## config.mk

```make
export PLATFORM = sky130hd
export DESIGN_NAME = bcd2bin
export DESIGN_NICKNAME = d
export VERILOG_FILES = /design/src/rtl/bcd2bin.sv
export SDC_FILE = /design/constraint.sdc
export NUM_CORES = 1
export LEC_CHECK = 0
export BUFFER_PORTS_ARGS = -buffer_cell sky130_fd_sc_hd__buf_2
export CORE_UTILIZATION = 25
export DETAILED_ROUTE_END_ITERATION = 8
export GPL_ROUTABILITY_DRIVEN = 0
export GPL_TIMING_DRIVEN = 0
export HOLD_SLACK_MARGIN = 0.06
export PLACE_DENSITY = 0.41
export RECOVER_POWER = 100
export SYNTH_ARGS = -nofsm -noshare
export SYNTH_HDL_FRONTEND = slang
export SYNTH_SLANG_ARGS = --single-unit
```

## constraint.sdc

```tcl
create_clock -name clk -period 1.6 [get_ports clk]
set_clock_uncertainty 0.05 [all_clocks]
set_input_delay 0.32 -clock clk [delete_from_list [all_inputs] [get_ports clk]]
set_output_delay 0.32 -clock clk [all_outputs]
set_load 0.01 [all_outputs]
```

## src/rtl/bcd2bin.sv

```systemverilog
// bcd2bin -- 4-digit packed BCD to 14-bit binary converter.
//
// Sequential reverse double-dabble: the {digit, result} pair is shifted
// right one bit per cycle, and every digit nibble that reaches 8 or more
// after the shift has 3 subtracted so that it keeps behaving as decimal.
// A conversion takes 14 CONV cycles, and the result is then held in DONE
// until the consumer takes it.
//
// Optional feature: define BCD2BIN_DIGIT_CHECK_EN to reject inputs that
// have a nibble greater than 9. Such an input is reported with out_err=1
// and bin_out=0 one cycle after the transfer. Without the macro, out_err
// is tied to 0 and every input runs the full 14-step algorithm.
//
// Ports:
//   clk       clock, rising edge
//   reset     asynchronous, active-high reset
//   in_valid  bcd_in holds a value to convert
//   in_ready  block can accept a value (IDLE only)
//   bcd_in    four BCD digits, [15:12] = thousands, [3:0] = units
//   out_valid bin_out/out_err hold a result (DONE)
//   out_ready consumer takes the result
//   bin_out   binary result 0..9999
//   out_err   an input digit was greater than 9
//   busy      state is not IDLE
module bcd2bin (
   input  logic        clk,
   input  logic        reset,
   input  logic        in_valid,
   output logic        in_ready,
   input  logic [15:0] bcd_in,
   output logic        out_valid,
   input  logic        out_ready,
   output logic [13:0] bin_out,
   output logic        out_err,
   output logic        busy
);

   localparam logic [1:0] IDLE = 2'd0;
   localparam logic [1:0] CONV = 2'd1;
   localparam logic [1:0] DONE = 2'd2;

   logic [1:0]  state;
   logic [3:0]  cnt;
   logic [15:0] dig;
   logic [13:0] res;

   logic [29:0] shifted;
   logic [15:0] next_dig;
   logic [13:0] next_res;

   // One conversion step. The correction after the last shift is skipped:
   // it could only touch the digit register, which is empty by then.
   always_comb begin
      shifted  = {dig, res} >> 1;
      next_dig = shifted[29:14];
      next_res = shifted[13:0];
      if (cnt != 4'd13) begin
         for (int i = 0; i < 4; i++) begin
            if (next_dig[i*4 +: 4] >= 4'd8)
               next_dig[i*4 +: 4] = next_dig[i*4 +: 4] - 4'd3;
         end
      end
   end

`ifdef BCD2BIN_DIGIT_CHECK_EN
   logic err;
   logic bad;

   always_comb begin
      bad = 1'b0;
      for (int i = 0; i < 4; i++) begin
         if (bcd_in[i*4 +: 4] > 4'd9) bad = 1'b1;
      end
   end

   // An invalid input passes through CONV for one cycle without shifting,
   // so the error result is presented after the edge following the transfer.
   always_ff @(posedge clk or posedge reset) begin
      if (reset) begin
         state <= IDLE;
         cnt   <= '0;
         dig   <= '0;
         res   <= '0;
         err   <= 1'b0;
      end else begin
         case (state)
            IDLE: if (in_valid) begin
               dig   <= bcd_in;
               res   <= '0;
               cnt   <= '0;
               err   <= bad;
               state <= CONV;
            end
            CONV: if (err) begin
               state <= DONE;
            end else begin
               dig <= next_dig;
               res <= next_res;
               cnt <= cnt + 4'd1;
               if (cnt == 4'd13) state <= DONE;
            end
            DONE: if (out_ready) state <= IDLE;
            default: state <= IDLE;
         endcase
      end
   end

   assign out_err = err;
`else
   always_ff @(posedge clk or posedge reset) begin
      if (reset) begin
         state <= IDLE;
         cnt   <= '0;
         dig   <= '0;
         res   <= '0;
      end else begin
         case (state)
            IDLE: if (in_valid) begin
               dig   <= bcd_in;
               res   <= '0;
               cnt   <= '0;
               state <= CONV;
            end
            CONV: begin
               dig <= next_dig;
               res <= next_res;
               cnt <= cnt + 4'd1;
               if (cnt == 4'd13) state <= DONE;
            end
            DONE: if (out_ready) state <= IDLE;
            default: state <= IDLE;
         endcase
      end
   end

   assign out_err = 1'b0;
`endif

   assign in_ready  = (state == IDLE);
   assign out_valid = (state == DONE);
   assign busy      = (state != IDLE);
   assign bin_out   = res;

endmodule

```

==> reports/results.ini <==
[yosys]
synth_top_area_cell = dfrtp_1
yosysTopAreaCellShare_pct = 45.9
ys_top_cells_by_area = dfrtp_1 (46%), a22o_1 (8.0%), ha_1 (5.1%)
yosysSeqAreaShare_pct = 45.9
synthesis.nets = 217
ys_types = 36
syn_inst = 189
ys_ff_latch = 36
synth.avg_cell_area_um2 = 10.4
synth_warnings = 0
syn_area_um2 = 1960

[timing]
final_hold_viol_count = 0
fin_crit_ns = 1.62
setup-violations-final = 2
rsz0062_at_grt = yes
slew_violations = 0
slew_headroom_pct = 46.2
fmax_mhz = 616
fin_crit_sh_pct = 101
tightestPinTransition_ns = 0.805
worst_slack_ns = -0.0223

[final_layout]
seq_area_um2 = 903
nFillCells = 787
area_growth_pct = 29.9
stdcell_count = 345
multi_input_area_um2 = 935
finalNetCount = 273
drive_gt1_share_pct = 28.9
num_antenna_cells = 0
design_area_um2 = 2550

[route]
vias = 1698
drt_first_pass_iters = 4
drcViolationCount = 0
drt-vias-per-instance = 4.92
wl_per_cell_um = 16.6
postRouteAntennaNets = 0
routed_wl_um = 5730
drt_iter0_drc = 64

[floorplan]
die_area_um2 = 8220
initial_utilization_pct = 26.5
fp.dieW_um = 90.6
boundaryPins = 38
std_cell_rows = 31
coreArea_um2 = 7410
fp.dieH_um = 90.6

[critical_path]
critical_path_required_ns = 1.23
worst-setup-path-type = register to output port
critPathArrivalTime_ns = 1.25
cp_max_fo = 3
worst_setup_path_end_kind = output port
crit_path_start_kind = register

[pwr]
peakVddDrop_mv = 0.488
p_leak_nw = 1.19
power_density_nw_per_um2 = 1910

[run]
maxCapViolCount = 0

[grt]
grt_pass1_wl_um = 9430
grt_antenna_before_repair = 0
grt_pass1_vias = 1720
track_usage_pct = 14.9
overflow = 0
grt_max_degree = 37

[run_status]
violations = setup timing
status = finished, violations left

[clocking]
cts_buffers = 5
clk_path_buf_depth = 2
clk_latency_ns = 0.29
root_buffer = clkbuf_8
clk_pin_slew_ns = 0.08
clock-sinks = 36
cts_tree = yes
ctsHoldBuffers = 0
htree_levels = 2

[place]
io_buffers = 36
hpwl_um = 3900
dp.cells = 324
dpl_worst_slack_ns = -0.0899
placed_area_um2 = 2270

[hold_path]
min-delay-path-class = input port to asynchronous set/reset pin

[area by class of cell]
class                           instances  area share [%]
Multi-Input combinational cell        124            36.6
Sequential cell                        36            35.4
Timing Repair Buffer                   50            11.7
Buffer                                 15            5.29
Tap cell                               99            4.85
Clock buffer                            6            2.84
Inverter                               13            1.91
Clock inverter                          2            1.37
[path summary, 6_finish.rpt]
kind / from / to / slack [ns] / cells past startpoint
max in group asynchronous: reset / state[1]$_DFFE_PP0P_ / 0.81 / 2
setup / recovery: state[1]$_DFFE_PP0P_ / busy / -0.02 / 5
min in group clk: bcd_in[15] / dig[15]$_DFFE_PP0P_ / 0.20 / 2
hold / removal: reset / bin_out[1]$_DFFE_PP0P_ / 0.13 / 2
setup reg to reg: cnt[0]$_DFFE_PP0P_ / dig[2]$_DFFE_PP0P_ / 0.01 / 4
hold reg to reg: dig[14]$_DFFE_PP0P_ / dig[14]$_DFFE_PP0P_ / 0.44 / 2
[power by group]
| part | switching [mW] | total [mW] | internal [mW] |
|---|---|---|---|
| clock | 0.343 | 0.806 | 0.463 |
| combinational | 1.18 | 2.34 | 1.16 |
| sequential | 0.407 | 1.73 | 1.32 |
[metal layers]
layer / global-route usage, % / vias to the layer above / share of wire [%]
met1: 20.3 / 843 / 50
met4: 5.51 / 0 / 1.8
met2: 23.4 / 36 / 46
met5: 0 / - / 0
met3: 2.86 / 7 / 2.6
li1: - / 812 / -
[kinds of logic (layout without fill, tap and decap cells)]
kind of cell             Yosys count  count (layout)  synth area share, %
AND/OR/NAND/NOR                   54              54                 17.2
buffers and inverters             29              86                 7.83
other                              1               1                0.191
multiplexers                       2               2                 1.15
flip-flops                        36              36                 45.9
adder cells (fa/ha/maj)            8               8                 5.10
AO/OA/AOI/OAI                     59              59                 22.7
[stage by stage]
step	util [%]	TNS, ns	hold slack, ns	power [mW]
6_report	34.5	-0.0267	0.135	4.87
5_1_grt	34.5	-0.446	0.196	5.25
4_1_cts	33.5	-0.243	0.161	4.74
3_5_place_dp	30.6	-0.499	0.425	3.76
3_3_place_gp	30.6	-9.33	0.419	3.76
2_1_floorplan	-	0	0.400	3.09
[sequential cells by signal (all words and copies together) (netlist names)]
register  count
dig          16
bin_out      14
cnt           4
state         2
[worst max-delay path: stages (launching register included)]
cell and delay (ns):
dfrtp_2 0.44, buf_8 0.14, buf_8 0.11, nor2_4 0.12, inv_2 0.04, buf_6 0.11
[cell usage after synthesis]
master and number:
nand2b_4 1, buf_2 9, o22a_1 3, o21ba_2 1
nand2b_1 4, a31oi_1 6, mux2_2 2, nor3b_1 2
nand4bb_1 4, and2b_1 1, or3_1 2, ha_1 8
and3b_1 5, nor4bb_1 1, o211ai_1 6, o21bai_1 1
conb_1 1, nor2_1 6, o22ai_1 3, or3b_1 1
nand2_1 10, a211oi_1 3, o21ai_0 7, inv_1 13
dfrtp_1 36, a22o_1 18, nor2b_1 1, o311a_1 4
buf_4 5, nand4_1 5, a22oi_1 4, nand3_1 9
and3_1 1, buf_6 2, or4_1 1, a21oi_1 3
[layout by cell type, fill, tap and decap left out, drive strengths merged, types with 4 or more instances in the layout]
| master | instances |
|---|---|
| nand3 | 9 |
| nand2 | 10 |
| ha | 8 |
| buf | 48 |
| a22o | 18 |
| o21ai | 7 |
| dfrtp | 36 |
| clkbuf | 23 |
| a31oi | 6 |
| a22oi | 4 |
| o211ai | 6 |
| and3b | 5 |
| o311a | 4 |
| nand4bb | 4 |
| nand2b | 5 |
| nor2 | 6 |
| inv | 13 |
| nand4 | 5 |
[repair_timing]
item	CTS	global route
setup buffers	5	9
setup endpoints to repair	25	26
pin swaps	1	1
resized for setup	16	13
Power figures use the tool's default switching activity.
